===== config.mk =====
export PLATFORM = sky130hd
export DESIGN_NAME = prog_loader
export DESIGN_NICKNAME = d
export VERILOG_FILES = /design/src/rtl/loader_pkg.sv /design/src/rtl/ld_checksum.sv /design/src/rtl/prog_loader.sv
export SDC_FILE = /design/constraint.sdc
export NUM_CORES = 1
export LEC_CHECK = 0
export CORE_UTILIZATION = 41
export CTS_BUF_LIST = sky130_fd_sc_hd__clkbuf_4 sky130_fd_sc_hd__clkbuf_8 sky130_fd_sc_hd__clkbuf_16
export DETAILED_ROUTE_END_ITERATION = 8
export PLACE_DENSITY = 0.79
export REMOVE_ABC_BUFFERS = 1
export SYNTH_ARGS = -nofsm -noshare
export SYNTH_HDL_FRONTEND = slang
export SYNTH_SLANG_ARGS = --single-unit

===== constraint.sdc =====
create_clock -name clk -period 1.6 [get_ports clk]
set_input_delay 0.24 -clock clk [delete_from_list [all_inputs] [get_ports clk]]
set_output_delay 0.24 -clock clk [all_outputs]
set_load 0.03 [all_outputs]

===== src/rtl/loader_pkg.sv =====
// Shared types and default sizing for the program loader.
package loader_pkg;

  typedef enum logic [2:0] {
    ST_IDLE  = 3'd0,
    ST_LOAD  = 3'd1,
    ST_START = 3'd2,
    ST_RUN   = 3'd3,
    ST_DONE  = 3'd4,
    ST_ERROR = 3'd5
  } loader_state_e;

  localparam int DEF_PC_WIDTH     = 11;
  localparam int DEF_INST_WIDTH   = 9;
  localparam int DEF_START_CYCLES = 2;

endpackage


===== src/rtl/ld_checksum.sv =====
// Running modulo-2^W sum of program words, compared against a host-supplied checksum.
module ld_checksum
  import loader_pkg::*;
#(
  parameter int INST_WIDTH = DEF_INST_WIDTH
) (
  input  logic                  clk,
  input  logic                  reset,
  input  logic                  clear,
  input  logic                  add_en,
  input  logic [INST_WIDTH-1:0] add_data,
  input  logic [INST_WIDTH-1:0] cmp_data,
  output logic [INST_WIDTH-1:0] sum,
  output logic                  match
);

  always_ff @(posedge clk or posedge reset) begin
    if (reset) begin
      sum <= '0;
    end else if (clear) begin
      sum <= '0;
    end else if (add_en) begin
      sum <= sum + add_data;
    end
  end

  assign match = (sum == cmp_data);

endmodule


===== src/rtl/prog_loader.sv =====
// Downloads a program from a host stream into instruction ROM, then starts the core and waits for done.
// Optional feature macro: PROG_LOADER_CHECKSUM_EN (final word is a checksum instead of a program word).
module prog_loader
  import loader_pkg::*;
#(
  parameter int PC_WIDTH     = DEF_PC_WIDTH,
  parameter int INST_WIDTH   = DEF_INST_WIDTH,
  parameter int START_CYCLES = DEF_START_CYCLES
) (
  input  logic                  clk,
  input  logic                  reset,
  input  logic                  load_req,
  input  logic                  in_valid,
  input  logic [INST_WIDTH-1:0] in_data,
  input  logic                  in_last,
  output logic                  in_ready,
  output logic                  wr_en,
  output logic [PC_WIDTH-1:0]   wr_addr,
  output logic [INST_WIDTH-1:0] wr_data,
  output logic                  start,
  input  logic                  core_done,
  output logic                  busy,
  output logic                  run_done,
  output logic                  error,
  output logic [PC_WIDTH:0]     word_count
);

  localparam int CNT_W = (START_CYCLES > 1) ? $clog2(START_CYCLES) : 1;
  localparam logic [PC_WIDTH-1:0] ADDR_MAX  = {PC_WIDTH{1'b1}};
  localparam logic [CNT_W-1:0]    START_END = CNT_W'(START_CYCLES - 1);

  loader_state_e state, next_state;

  logic [PC_WIDTH-1:0] addr;
  logic [PC_WIDTH:0]   count;
  logic [CNT_W-1:0]    start_cnt;
  logic                error_q;
  logic                accept;
  logic                load_go;
  logic                sum_ok;

  assign accept  = in_valid && (state == ST_LOAD);
  assign load_go = load_req &&
                   ((state == ST_IDLE) || (state == ST_DONE) || (state == ST_ERROR));

`ifdef PROG_LOADER_CHECKSUM_EN
  logic [INST_WIDTH-1:0] cs_sum;

  // The checksum word itself is never added: wr_en excludes the in_last beat.
  ld_checksum #(
    .INST_WIDTH(INST_WIDTH)
  ) u_checksum (
    .clk      (clk),
    .reset    (reset),
    .clear    (load_go),
    .add_en   (wr_en),
    .add_data (in_data),
    .cmp_data (in_data),
    .sum      (cs_sum),
    .match    (sum_ok)
  );
`else
  assign sum_ok = 1'b1;
`endif

  always_ff @(posedge clk or posedge reset) begin
    if (reset) begin
      state <= ST_IDLE;
    end else begin
      state <= next_state;
    end
  end

  always_comb begin
    next_state = state;
    unique case (state)
      ST_IDLE, ST_DONE, ST_ERROR: begin
        if (load_go) next_state = ST_LOAD;
      end
      ST_LOAD: begin
        if (accept) begin
          if (in_last) begin
            next_state = sum_ok ? ST_START : ST_ERROR;
          end else if (addr == ADDR_MAX) begin
            next_state = ST_ERROR;
          end
        end
      end
      ST_START: begin
        if (start_cnt == START_END) next_state = ST_RUN;
      end
      ST_RUN: begin
        if (core_done) next_state = ST_DONE;
      end
      default: next_state = ST_IDLE;
    endcase
  end

  always_comb begin
    in_ready = (state == ST_LOAD);
    start    = (state == ST_START);
    run_done = (state == ST_DONE);
    busy     = (state != ST_IDLE) && (state != ST_DONE);
`ifdef PROG_LOADER_CHECKSUM_EN
    wr_en    = accept && !in_last;
`else
    wr_en    = accept;
`endif
  end

  // The address saturates at the top of ROM; the overflow path leaves LOAD on that same write.
  always_ff @(posedge clk or posedge reset) begin
    if (reset) begin
      addr    <= '0;
      count   <= '0;
      error_q <= 1'b0;
    end else begin
      if (load_go) begin
        addr  <= '0;
        count <= '0;
      end else if (wr_en) begin
        if (addr != ADDR_MAX) addr <= addr + 1'b1;
        count <= count + 1'b1;
      end

      if (load_go) begin
        error_q <= 1'b0;
      end else if (next_state == ST_ERROR) begin
        error_q <= 1'b1;
      end
    end
  end

  always_ff @(posedge clk or posedge reset) begin
    if (reset) begin
      start_cnt <= '0;
    end else if (state == ST_START) begin
      start_cnt <= start_cnt + 1'b1;
    end else begin
      start_cnt <= '0;
    end
  end

  assign wr_addr    = addr;
  assign wr_data    = in_data;
  assign word_count = count;
  assign error      = error_q;

endmodule

# Word-level counts from Yosys, hierarchy flattened
# Index checks and enable logic that the tools add are counted.
[totals]
regBits = 28
inputBits = 15
[op_classes]
add_sub_neg = 3
eq_ne = 9
n_mux = 15
reduce_logical = 12
[ops]
columns = ["cell", "n"]
rows = [
  ["$mux 11", 3],
  ["$mux 12", 2],
  ["$mux 3", 6],
  ["$add 12x1->12 const B", 1],
  ["$pmux 3 s4", 1],
  ["$add 11x1->11 const B", 1],
  ["$eq 11x11->1 const B", 1],
  ["$ne 11x11->1 const B", 1],
  ["$eq 3x3->1 const B", 3],
  ["$eq 3x2->1 const B", 2],
  ["$reduce_bool 2->1", 3],
  ["$eq 3x1->1 const B", 1],
  ["$logic_and 1x1->1", 3],
  ["$logic_not 3->1", 1],
  ["$mux 1", 3],
  ["$ne 3x3->1 const B", 1],
  ["$reduce_bool 3->1", 1],
  ["$reduce_or 3->1", 1],
  ["$logic_or 1x1->1", 2],
  ["$reduce_and 2->1", 1],
  ["$add 1x1->1 const B", 1],
]

# Longest topological paths before layout
[depth]
depth_word = 9
mapped_depth = 7

# Worst setup path before layout
# Ideal clock, no wire load.
[synth_timing]
path_type = "register to register"
from = "register addr[0] (netlist: wr_addr[0])"
to = "register addr[5] (netlist: wr_addr[5])"
setup_time_ps = 82
arrival_time_ps = 1603
required_time_ps = 1518
slack_ps = -85
path_stages_with_launch = 6
n_path_buf = 0
path_cell_list = "dfrtp_1 -> ha_1 -> nand3_1 -> o31a_1 -> nand2b_1 -> a31oi_1"
[synth_via]
elab_chain_cells = 4
elab_cells_between_ends = 7
[synth_lines]
columns = ["element", "line_no", "text"]
rows = [
  ["start: declaration", "prog_loader.sv:34", "logic [PC_WIDTH-1:0] addr;"],
  ["start signal: assignment", "prog_loader.sv:122", "if (addr != ADDR_MAX) addr <= addr + 1'b1;"],
  ["$add 11x1->11", "prog_loader.sv:122", ""],
  ["$mux 11", "prog_loader.sv:122", ""],
  ["$mux 11", "prog_loader.sv:121", "end else if (wr_en) begin"],
  ["$mux 11", "prog_loader.sv:118", "if (load_go) begin"],
]
# Several ways; a longest one is shown, not always the timed one. The select of a mux whose other input is x is not followed.
# A chain may end at the register's enable or synchronous reset.

# Worst setup path after layout
[layout_timing]
from = "input in_valid"
to = "register count[11] (netlist: word_count[11])"
[layout_via]
elab_chain_cells = 2
[layout_lines]
columns = ["element", "line_no", "text"]
rows = [
  ["start: declaration", "prog_loader.sv:13", "input logic in_valid,"],
  ["$logic_and 1x1->1", "prog_loader.sv:42", "assign accept = in_valid && (state == ST_LOAD);"],
  ["$reduce_bool 2->1 (no line)", "--", ""],
  ["end signal: assignment", "prog_loader.sv:123", "count <= count + 1'b1;"],
  ["end: declaration", "prog_loader.sv:35", "logic [PC_WIDTH:0] count;"],
]
# Every way passes these cells.

==> summary.md <==
| Metric | Value |
|---|---|
| # hold bufs at CTS | `0` |
| Htree depth | `1` |
| Global-route wire length before repair | `5582 um` |
| Layout Area Growth over Synthesis | `33.84%` |
| CTS Buf Count | `3` |
| RSZ-0062 raised after global routing | `yes` |
| Post-layout min period | `between 1.5 and 2 ns` |
| Worst slew pin tran | `0.3525 ns` |
| Final setup violation count | `0` |
| Most common cell in the netlist | `dfrtp_1` |
| Fillers | `323` |
| All-Layer GR Usage | `between 15 and 20%` |
| Max-slew headroom | `76.50%` |
| Overall power | `2.931 mW` |
| Outcome | `complete, no violations` |
| EDFF count, synth | `0` |
| Min-Delay Path Class | `in2async` |
| Buffers added on ports | `34` |
| Share of the synthesized area in the top cell type | `44.59%` |
| Startpoint types | `input port` |
| # DRC | `0` |
| Clk_skew | `0.001748 ns` |
| Max clock buf depth | `2` |
| Multi-input gate area | `765.7 um^2` |
| P per Cell Area | `1394 nW/um^2` |
| WP data required | `1.80 ns` |
| Fin crit share | `a little over nine tenths` |
| Max Clock Freq | `632.0 MHz` |
| Die width | `around 64 um` |
| LEAKAGE | `1.044 nW` |
| Nets@finish | `roughly 220` |
| Initial core utilization | `42.93%` |
| CP arrival | `1.79 ns` |
| Setup TNS Final | `0 ns` |
| Final WS setup | `0.01765 ns` |
| R2R setup slack | `between 0.015 and 0.02 ns` |
| Pre-CTS setup slack | `-0.1799 ns` |
| Yosys reg bits | `28` |
| Worst-path clk slew | `0.09 ns` |
| Number of antenna-violating nets in the routed design | `0` |
| Core Area | `3661 um^2` |
| Initial antenna violation count | `0` |
| DP HPWL | `approximately 2400 um` |
| Post-route cell area | `between 2000 and 2500 um^2` |
| Placed Instance Area | `~2000 um^2` |
| FFs w/ async S/R, synth | `100.0%` |
| WL/cell | `roughly 13 um` |
| Max_cap viols | `0` |
| Final Hold Fails | `0` |
| Number of max-slew violations in the final report | `0` |
| Vias per cell | `5.250` |
| Synthesized area | `1572 um^2` |
| CTS Sinks | `28` |
| Largest net degree at the start of global routing | `29` |
| Placer's final routability congestion estimate | `0.8211` |
| Total grt overflow | `0` |
| Sequential area share after synthesis | `between 40% and 50%` |
| Peak supply drop | `796.1 uV` |
| Count of different cell masters after synthesis | `42` |
| Area taken by flip-flops and latches | `~700 um^2` |
| Diode count | `0` |
| Io pins | `53` |
| DIE AREA | `a little over 4000 um^2` |
| Cells after Synth | `160` |
| Avg Cell Area, Syn | `between 9 and 10 um^2` |
| TritonRoute pass-1 iters | `6` |
| Post-placement cell count | `245` |
| CTS Root Cell | `clkbuf_8` |
| Synth Warn # | `0` |
| WS Path Type | `in2reg` |
| Main synth FF type | `dfrtp_1` |
| Area contributors post-synth | `dfrtp_1 (45%), nor2_1 (5.3%), buf_4 (4.8%)` |
| Crit-path max FO | `4` |
| Layout cell share with drive strength beyond 1 | `21.08%` |
| Die Y-Extent | `63.91 um` |
| Post-synth top cells | `dfrtp_1 (28), nor2_1 (22), buf_4 (10), nand2_1 (10)` |
| Initial detailed-routing violation count | `48` |
| Crit. End Element | `flip-flop` |
| Final wirelength | `between 3000 and 4000 um` |
| Non-filler cells in the finished layout | `252` |
| # rows | `22` |
| Vias in the first global route | `around 1300` |
| CTS tree | `done` |
| Worst-Skew Late Latency | `between 0.2 and 0.3 ns` |
| Area leader, netlist | `dfrtp_1` |
| DR vias | `1323` |
## registers in the layout (all words and copies together), names as in the netlist
signal / count
error: 1
word_count: 12
start_cnt: 1
state: 3
wr_addr: 11
## layer usage
| metal | part of all wire, % | vias to the layer above | track usage (%) |
|---|---|---|---|
| met3 | 6.7 | 6 | 5.893 |
| li1 | - | 644 | - |
| met5 | 0 | - | 0 |
| met1 | 42 | 618 | 20.66 |
| met2 | 50 | 55 | 30.72 |
| met4 | 1.3 | 0 | 4.830 |
## logic make-up (layout without fill, tap and decap cells)
| kind of cell | count (synthesis) | in the layout | synth area share, % |
|---|---|---|---|
| compound gates | 25 | 25 | 12.02 |
| xor+xnor | 11 | 11 | 6.131 |
| mux | 3 | 3 | 1.911 |
| flops | 28 | 28 | 44.59 |
| buf+inv | 20 | 64 | 7.882 |
| fa+ha+maj | 2 | 2 | 1.592 |
| simple gates | 71 | 71 | 25.88 |
## metrics by stage
stage               hold slack [ns]  util (%)
finish                       0.3132     57.45
global route                 0.3375     57.45
CTS                          0.3270     56.63
detailed placement           0.4208     54.89
global placement             0.4212     54.89
floorplan                    0.3054         -
## timing repair
| action | in CTS | in global routing |
|---|---|---|
| endpoints found under the hold margin | 0 | 0 |
| setup buffers | 2 | 1 |
| resized for setup | 24 | 8 |
| pin swaps | 0 | 2 |
| endpoints found under the setup margin | 23 | 8 |
## critical path: stages
cell	delay (ns)
clkdlybuf4s50_1	0.54
nand4bb_4	0.17
clkinv_4	0.08
buf_4	0.12
nand4_4	0.09
or3_4	0.38
a21oi_2	0.16
## final timing paths
check | from | endpoint | cells after the start
worst min-delay path | reset | word_count[4]$_DFFE_PP0P_ | 3
min in group clk | start_cnt$_DFF_PP0_ | start_cnt$_DFF_PP0_ | 1
worst max-delay path | in_valid | word_count[11]$_DFFE_PP0P_ | 7
max in group asynchronous | reset | error$_DFFE_PP0P_ | 3
worst min register to register | start_cnt$_DFF_PP0_ | start_cnt$_DFF_PP0_ | 1
worst max register to register | state[1]$_DFF_PP0_ | word_count[11]$_DFFE_PP0P_ | 6
## power breakdown
| part | switching, mW | total, mW | internal, mW |
|---|---|---|---|
| clock network | 0.221 | 0.556 | 0.335 |
| logic | 0.799 | 1.42 | 0.626 |
| registers | 0.120 | 0.951 | 0.831 |
## cells in the final DEF, fill, tap and decap left out, drive strengths merged, types with 2 or more instances in the layout
cell	n
buf	26
o22ai	2
nor2	22
and4	3
a21oi	8
nand2b	4
clkdlybuf4s50	6
dfrtp	28
inv	3
nand4	9
and2	2
nand3	7
ha	2
nand2	10
nor3	4
xnor2	3
dlymetal6s2s	2
xor2	8
dlygate4sd2	21
or3	2
o21ai	5
clkbuf	4
nand3b	2
mux2i	3
## final cells by class
type                    instances  share of cell area (%)
multi-input cells             112                   36.41
well taps                      48                   2.855
clock inverters                 1                   1.428
clock buffers                   3                   1.963
inverters                       4                  0.9518
repair buffers                 56                   23.08
flip-flops and latches         28                   33.31
(Power assumes the default switching activity.)
